===== config.mk =====
export PLATFORM = sky130hd
export DESIGN_NAME = wb_stage
export DESIGN_NICKNAME = d
export VERILOG_FILES = /design/src/rtl/core_pkg.sv /design/src/rtl/load_extract.sv /design/src/rtl/wb_stage.sv
export SDC_FILE = /design/constraint.sdc
export NUM_CORES = 1
export LEC_CHECK = 0
export ABC_AREA = 1
export BUFFER_PORTS_ARGS = -buffer_cell sky130_fd_sc_hd__buf_2
export CAP_MARGIN = 5
export CORE_MARGIN = 2
export CORE_UTILIZATION = 50
export CTS_CLUSTER_SIZE = 20
export DETAILED_ROUTE_END_ITERATION = 8
export GPL_TIMING_DRIVEN = 0
export PLACE_DENSITY = 0.8
export SETUP_SLACK_MARGIN = 0.4
export SLEW_MARGIN = 20
export SYNTH_ARGS = -nofsm -noshare
export SYNTH_HDL_FRONTEND = slang
export SYNTH_SLANG_ARGS = --single-unit

===== constraint.sdc =====
create_clock -name clk -period 2.5 [get_ports clk]
set_input_delay 0.25 -clock clk [delete_from_list [all_inputs] [get_ports clk]]
set_output_delay 0.25 -clock clk [all_outputs]
set_load 0.02 [all_outputs]

===== src/rtl/core_pkg.sv =====
// Shared RV32E core definitions: datapath widths, load funct3 encodings
// and the writeback-stage state type.
package core_pkg;

   localparam int unsigned XLEN      = 32;
   localparam int unsigned REG_IDX_W = 4;

   localparam logic [2:0] F3_LB  = 3'b000;
   localparam logic [2:0] F3_LH  = 3'b001;
   localparam logic [2:0] F3_LW  = 3'b010;
   localparam logic [2:0] F3_LBU = 3'b100;
   localparam logic [2:0] F3_LHU = 3'b101;

   typedef enum logic {
      WB_IDLE      = 1'b0,
      WB_WAIT_LOAD = 1'b1
   } wb_state_e;

endpackage


===== src/rtl/load_extract.sv =====
// Selects the addressed byte/half/word from an aligned memory word and
// sign- or zero-extends it according to the load funct3.
module load_extract
   import core_pkg::*;
(
   input  logic [2:0]      funct3_i,
   input  logic [1:0]      addr_lo_i,
   input  logic [XLEN-1:0] rdata_i,
   output logic [XLEN-1:0] value_o
);

   logic [7:0]  byte_sel;
   logic [15:0] half_sel;

   // NOTE: every output of a combinational block gets a value on every path
   // (defaults first), otherwise synthesis infers a latch.
   always_comb begin
      byte_sel = rdata_i[7:0];
      case (addr_lo_i)
         2'd1:    byte_sel = rdata_i[15:8];
         2'd2:    byte_sel = rdata_i[23:16];
         2'd3:    byte_sel = rdata_i[31:24];
         default: byte_sel = rdata_i[7:0];
      endcase
      // Halfword selection only looks at addr_lo[1].
      half_sel = addr_lo_i[1] ? rdata_i[31:16] : rdata_i[15:0];
   end

   always_comb begin
      value_o = rdata_i;
      case (funct3_i)
         F3_LB:   value_o = {{(XLEN-8){byte_sel[7]}}, byte_sel};
         F3_LBU:  value_o = {{(XLEN-8){1'b0}}, byte_sel};
         F3_LH:   value_o = {{(XLEN-16){half_sel[15]}}, half_sel};
         F3_LHU:  value_o = {{(XLEN-16){1'b0}}, half_sel};
         F3_LW:   value_o = rdata_i;
         default: value_o = rdata_i;
      endcase
   end

endmodule


===== src/rtl/wb_stage.sv =====
// RV32E writeback stage: retires ALU results, waits for load responses and
// issues one registered register-file write per writing instruction.
module wb_stage
   import core_pkg::*;
#(
   parameter int unsigned TIMEOUT_CYCLES = 255
) (
   input  logic                 clk,
   input  logic                 rst,
   input  logic                 ex_valid,
   output logic                 ex_ready,
   input  logic [REG_IDX_W-1:0] ex_rd,
   input  logic [XLEN-1:0]      ex_result,
   input  logic                 ex_is_load,
   input  logic [2:0]           ex_funct3,
   input  logic [1:0]           ex_addr_lo,
   input  logic                 dmem_rvalid,
   input  logic [XLEN-1:0]      dmem_rdata,
   output logic                 rf_we,
   output logic [REG_IDX_W-1:0] rf_rd,
   output logic [XLEN-1:0]      rf_rd_data,
   output logic                 load_busy,
   output logic [REG_IDX_W-1:0] load_rd,
   output logic                 err_timeout
);

   localparam int unsigned CNT_W = (TIMEOUT_CYCLES < 2) ? 1 : $clog2(TIMEOUT_CYCLES + 1);
   localparam logic [CNT_W-1:0] CNT_LIMIT = CNT_W'(TIMEOUT_CYCLES);

   wb_state_e            state_q, state_d;
   logic [CNT_W-1:0]     cnt_q, cnt_d;
   logic [REG_IDX_W-1:0] ld_rd_q, ld_rd_d;
   logic [2:0]           ld_f3_q, ld_f3_d;
   logic [1:0]           ld_lo_q, ld_lo_d;
   logic                 rf_we_q, rf_we_d;
   logic [REG_IDX_W-1:0] rf_rd_q, rf_rd_d;
   logic [XLEN-1:0]      rf_data_q, rf_data_d;
   logic                 err_q, err_d;
   logic [XLEN-1:0]      load_value;

   load_extract u_extract (
      .funct3_i  (ld_f3_q),
      .addr_lo_i (ld_lo_q),
      .rdata_i   (dmem_rdata),
      .value_o   (load_value)
   );

   always_comb begin
      state_d   = state_q;
      cnt_d     = cnt_q;
      ld_rd_d   = ld_rd_q;
      ld_f3_d   = ld_f3_q;
      ld_lo_d   = ld_lo_q;
      rf_we_d   = 1'b0;
      rf_rd_d   = rf_rd_q;
      rf_data_d = rf_data_q;
      err_d     = err_q;

      case (state_q)
         WB_IDLE: begin
            if (ex_valid) begin
               if (ex_is_load) begin
                  state_d = WB_WAIT_LOAD;
                  ld_rd_d = ex_rd;
                  ld_f3_d = ex_funct3;
                  ld_lo_d = ex_addr_lo;
                  cnt_d   = '0;
               end else if (ex_rd != '0) begin
                  rf_we_d   = 1'b1;
                  rf_rd_d   = ex_rd;
                  rf_data_d = ex_result;
               end
            end
         end
         WB_WAIT_LOAD: begin
            if (dmem_rvalid) begin
               state_d = WB_IDLE;
               if (ld_rd_q != '0) begin
                  rf_we_d   = 1'b1;
                  rf_rd_d   = ld_rd_q;
                  rf_data_d = load_value;
               end
            end else if (TIMEOUT_CYCLES != 0) begin
               // Abort on the edge where the miss count reaches the limit.
               cnt_d = cnt_q + CNT_W'(1);
               if (cnt_d == CNT_LIMIT) begin
                  state_d = WB_IDLE;
                  err_d   = 1'b1;
               end
            end
         end
         default: state_d = WB_IDLE;
      endcase
   end

   // NOTE: sequential state uses non-blocking assignments so every register
   // samples its pre-edge value, independent of statement order.
   // NOTE: the latched load fields are reset too, so load_rd reads 0 out of
   // reset and no stale destination is visible to the hazard unit.
   always_ff @(posedge clk or posedge rst) begin
      if (rst) begin
         state_q   <= WB_IDLE;
         cnt_q     <= '0;
         ld_rd_q   <= '0;
         ld_f3_q   <= '0;
         ld_lo_q   <= '0;
         rf_we_q   <= 1'b0;
         rf_rd_q   <= '0;
         rf_data_q <= '0;
         err_q     <= 1'b0;
      end else begin
         state_q   <= state_d;
         cnt_q     <= cnt_d;
         ld_rd_q   <= ld_rd_d;
         ld_f3_q   <= ld_f3_d;
         ld_lo_q   <= ld_lo_d;
         rf_we_q   <= rf_we_d;
         rf_rd_q   <= rf_rd_d;
         rf_data_q <= rf_data_d;
         err_q     <= err_d;
      end
   end

   assign ex_ready    = (state_q == WB_IDLE);
   assign load_busy   = (state_q == WB_WAIT_LOAD);
   assign load_rd     = ld_rd_q;
   assign rf_we       = rf_we_q;
   assign rf_rd       = rf_rd_q;
   assign rf_rd_data  = rf_data_q;
   assign err_timeout = err_q;

endmodule


Yosys cells after proc, flatten, opt, wreduce, memory -nomap -nowiden. Index checks and enable logic that the tools add are counted.

Bits in registers: 56. Output and inout port bits: 44. Word-level logic and storage cells: 63.

Add/subtract/negate cells: 1. Equal/unequal tests: 14. Muxes and demuxes: 30. Bitwise gates (word level): 2. Reductions and logical operators: 7.

Operators with widths (number): 32-bit 2-to-1 mux (5); 32-bit one-hot mux with 4 select lines (1); 32-bit one-hot mux with 2 select lines (1); 8-bit 2-to-1 mux (3); 8-bit one-hot mux with 3 select lines (1); 4-bit 2-to-1 mux (5); 16-bit 2-to-1 mux (1); 8-bit one-hot mux with 2 select lines (1); 1-bit 2-to-1 mux (9); 3-bit AND reduction (3); 8-bit by 1-bit adder with 8-bit output (second input constant) (1); 8-bit == test (second input constant) (1); 2-bit inequality test (second input constant) (4); 4-bit one-hot mux with 2 select lines (1); 4-bit nonzero test (2); 3-bit == test (second input constant) (2); 2-bit by 1-bit inequality test with 1-bit output (second input constant) (3); 5-bit AND reduction (1); 2-bit == test (second input constant) (2); 1-bit one-hot mux with 2 select lines (2); 3-bit by 1-bit == test with 1-bit output (second input constant) (1); 3-bit logical NOT (1); 2-bit by 1-bit == test with 1-bit output (second input constant) (1); 1-bit inverter (2).

Logic depth before layout (Yosys ltp).
Depth after elaboration: 6. Depth in mapped cells: 10. Depth with buffers taken out: 10.

Cells and area by module. A second synthesis with hierarchy kept.

Cell total of the unflattened synthesis: 477. Area total of the unflattened synthesis: 3708.6 µm².

By module, submodules not included: wb_stage (times used 1, cells each 307, area an instance 2785.2 µm², seq. area each 1401.3 µm²); load_extract (times used 1, cells each 170, area an instance 923.4 µm², seq. area each 0.0 µm²).

Worst setup path after synthesis. No wires, ideal clock.

Path type: reg2reg. Start point: reg state_q, in the netlist load_busy. End point: reg rf_data_q[24], in the netlist rf_rd_data[24]. Setup time: 0.116 ns. Arrival time: 1.361 ns. Path slack: 1.023 ns. Cell stages (with the launch flop): 9. Path through: dfrtp_1 -> buf_2 -> inv_2 -> buf_2 -> clkbuf_8 -> a21oi_1 -> nand3_2 -> nand2_1 -> nand2_1.

Cells in the longest elaborated chain, start to end: 3. Elaborated cells between the ends (all ways): 8. Classes of those cells: eq/ne: 5; mux: 1; bitwise: 1; reduce/logical: 1.

Ends and longest elaborated chain: start: declaration (RTL line wb_stage.sv:30) `wb_state_e state_q, state_d;`; start signal: assignment (RTL line wb_stage.sv:112) `state_q <= state_d;`; 1-bit inverter (no source line); 2-bit by 1-bit inequality test with 1-bit output (no source line) / 2-bit inequality test (equally long branches); 5-bit AND reduction (no source line); end signal: assignment (RTL line wb_stage.sv:119) `rf_data_q <= rf_data_d;`; end: declaration (RTL line wb_stage.sv:37) `logic [XLEN-1:0] rf_data_q, rf_data_d;`.

Several ways; a longest one is shown, not always the timed one. A chain may end at the register's enable or synchronous reset.

Worst setup path in the final report.
Start point: reg state_q, in the netlist load_busy. End point: out ex_ready.

Cells in the longest elaborated chain, start to end: 1.

Ends and longest elaborated chain: 1-bit inverter (no source line); end: declaration (RTL line wb_stage.sv:11) `output logic ex_ready,`.

No other way between the ends.

==> flow_metrics.tcl <==
set metrics [dict create \
    final_cell_mix "nand2_1, buf_2, nor2_1, dfrtp_1, a21oi_1" \
    fin_crit_sh_pct 80.1 \
    setup_viol 0 \
    n_fill_cell 626 \
    met2_length_mm 4.59 \
    synth_largest_area_cell "dfrtp_1" \
    place_congestion 0.907 \
    core_um2 6720 \
    grt_pass1_wl_mm 15.8 \
    grt_pass1_vias 3282 \
    postCtsSetupRepairBufs 0 \
    wl_met3_um 597 \
    die_w_um 86.9 \
    clk_latency_ns 0.31 \
    maxCapViolations 0 \
    rows 30 \
    synth_compound_area_share_pct 15.6 \
    critPathKind "flop to output port" \
    grt_usage_pct 26.5 \
    post-route-min-period_ns 2.00 \
    holdBufCountCts 0 \
    pwr_density_cell_nw_per_um2 779 \
    skew_ns 0.00818 \
    cts_tree "yes" \
    route.vias.total 3637 \
    rsz0062_at_grt "no" \
    antenna_left 0 \
    hold_class "primary input to asynchronous set/reset pin" \
    antenna_found_initial 0 \
    drt-met1-wl_mm 4.52 \
    fin_area_um2 4220 \
    syn_area_per_cell_um2 7.07 \
    synthSimpleGateAreaFrac_pct 32.5 \
    synth_area_leaders "dfrtp_1, nand2_1, a21oi_1, nor2_1, nand3_1" \
    mappedNetlistArea_um2 3430 \
    drc 0 \
    yosysSeqAreaShare_pct 40.8 \
    routed_wl_mm 9.94 \
    syn-num-nets 566 \
    grt_max_degree 57 \
    post_dp_cell_area_um2 4140 \
    drive_gt1_share_pct 27.5 \
    top_layer_used "met4" \
    drtIter0Drc 241 \
    ys_warn_count 0 \
    drv_slew 0 \
    fin_util_pct 62.8 \
    die-area_um2 7550 \
    cts-root-buf "clkbuf_8" \
    hold_violations 0 \
    critPathCaptureType "output port" \
    diodes 0 \
    fin_nets 694 \
    final_common_cell "nand2_1" \
    peakVddDrop_uv 335 \
    io_buffers 121 \
    yosys.cell_types.count 34 \
    hpwlAfterDp_mm 7.65 \
    first_pass_iters 5 \
    cts_resized 0 \
    synth_seq_cells 56 \
    path_max_fanout 10 \
    dieHeight_um 86.9 \
    grt_overflow 0 \
    wl_per_cell_um 14.3 \
    worstPathArrival_ns 1.75 \
    h-tree-depth 2 \
    required_ns 2.25 \
    tightest_slew_ns 0.713 \
    synth_xor_xnor_area_share_pct 0.255 \
    worst_slack_ns 0.496 \
    clk_transition_reported_paths_ns 0.10 \
    p_leak_nw 2.22 \
    clk_path_buf_depth 2 \
    setup_tns_ns 0 \
    synth_adder_area_share_pct 0.729 \
    initial_core_util_pct 51.1 \
    synth_top_family_by_area "simple AND/OR/NAND/NOR gates" \
    status "completed" \
    synth_top_area_share_pct 40.8 \
    syn_inst 486 \
    fmax_mhz 499 \
    dp_slack_ns 0.854 \
    muxShareOfSynthArea_pct 0 \
    startpoint_type "flop" \
    cts_made_buffers 5 \
    syn2layout_area_growth_pct 22.9 \
    io_pins 122 \
    maxSlewHeadroom_pct 52.5 \
    clkSinkCount 56 \
    vias_per_cell 5.24 \
]
-- Yosys cell counts (all sizes together) --
| cell | n |
|---|---|
| nand2 | 148 |
| nor2 | 72 |
| a21oi | 58 |
| dfrtp | 56 |
| nand3 | 37 |
| inv | 35 |
| o21ai | 28 |
| buf | 17 |
| clkbuf | 9 |
| o211ai | 5 |
| a31oi | 4 |
| nand4 | 3 |
| o22ai | 3 |
| ha | 2 |
| nor3b | 2 |
| or2 | 2 |
| dlymetal6s2s | 1 |
| nand3b | 1 |
| nor3 | 1 |
| o21a | 1 |
| xnor2 | 1 |
-- cells by family after synthesis --
group | Yosys count
xor gates and xnor gates | 1
adders and majority gates | 2
DFF | 56
AOI/OAI and AO/OA | 99
buffers and inverters | 62
and+or+nand+nor | 266
-- per-layer routing --
layer  GRT usage (%)  up-vias
met5               0        -
met4            8.81        0
met3            2.94       19
met2            42.0      131
met1            37.8     1662
li1                -     1825
-- metrics by stage --
step	hold WS, ns	power (W)	instances
final	0.0268	0.00329	694
after global routing	0.118	0.00350	694
after CTS	0.0716	0.00329	694
after detailed placement	0.413	0.00280	687
after global placement	0.444	0.00276	687
after floorplan	0.360	0.00231	486
-- layout make-up --
| type | count | area [um^2] | area share, % |
|---|---|---|---|
| repair buffers | 121 | 606 | 14.3 |
| plain buffers | 27 | 214 | 5.07 |
| inverters | 35 | 136 | 3.23 |
| clock buffers | 6 | 72.6 | 1.72 |
| clock inverters | 1 | 5.00 | 0.119 |
| well taps | 80 | 100 | 2.37 |
| multi-input cells | 368 | 1690 | 39.9 |
| flip-flops and latches | 56 | 1400 | 33.2 |
-- worst max-delay path, stage by stage, from the launching register on --
cell and delay, ns:
dfrtp_1 0.41, buf_2 0.21, inv_2 0.10, buf_2 0.23, buf_2 0.28, buf_2 0.21
-- flip-flops by register name (all words and copies together) (netlist names) --
register     cells
ld_lo_q          2
rf_rd_data      32
rf_rd            4
ld_f3_q          3
err_timeout      1
rf_we            1
load_busy        1
cnt_q            8
load_rd          4
-- path summary, 6_finish.rpt --
path                            slack [ns]                     from  cells after the start                          to
worst max-delay path                  0.50      load_busy$_DFF_PP0_                      5                    ex_ready
worst min-delay path                  0.03                      rst                      2  rf_rd_data[23]$_DFFE_PP0P_
worst max register to register        0.88      load_busy$_DFF_PP0_                      8   rf_rd_data[7]$_DFFE_PP0P_
worst min register to register        0.48  err_timeout$_DFFE_PP0P_                      2     err_timeout$_DFFE_PP0P_
max in group asynchronous             1.97                      rst                      2        cnt_q[4]$_DFFE_PP0P_
min in group clk                      0.14             ex_funct3[2]                      3      ld_f3_q[2]$_DFFE_PP0P_
-- power by group --
part	switching [W]	internal [W]	leakage (nW)	total (W)
logic	0.000964	0.000535	1.50	0.00150
registers	0.000149	0.00114	0.679	0.00129
clock network	0.000305	0.000192	0.0410	0.000497
total	0.00142	0.00187	2.22	0.00329
Note: power is estimated with default switching activity, not from simulation.
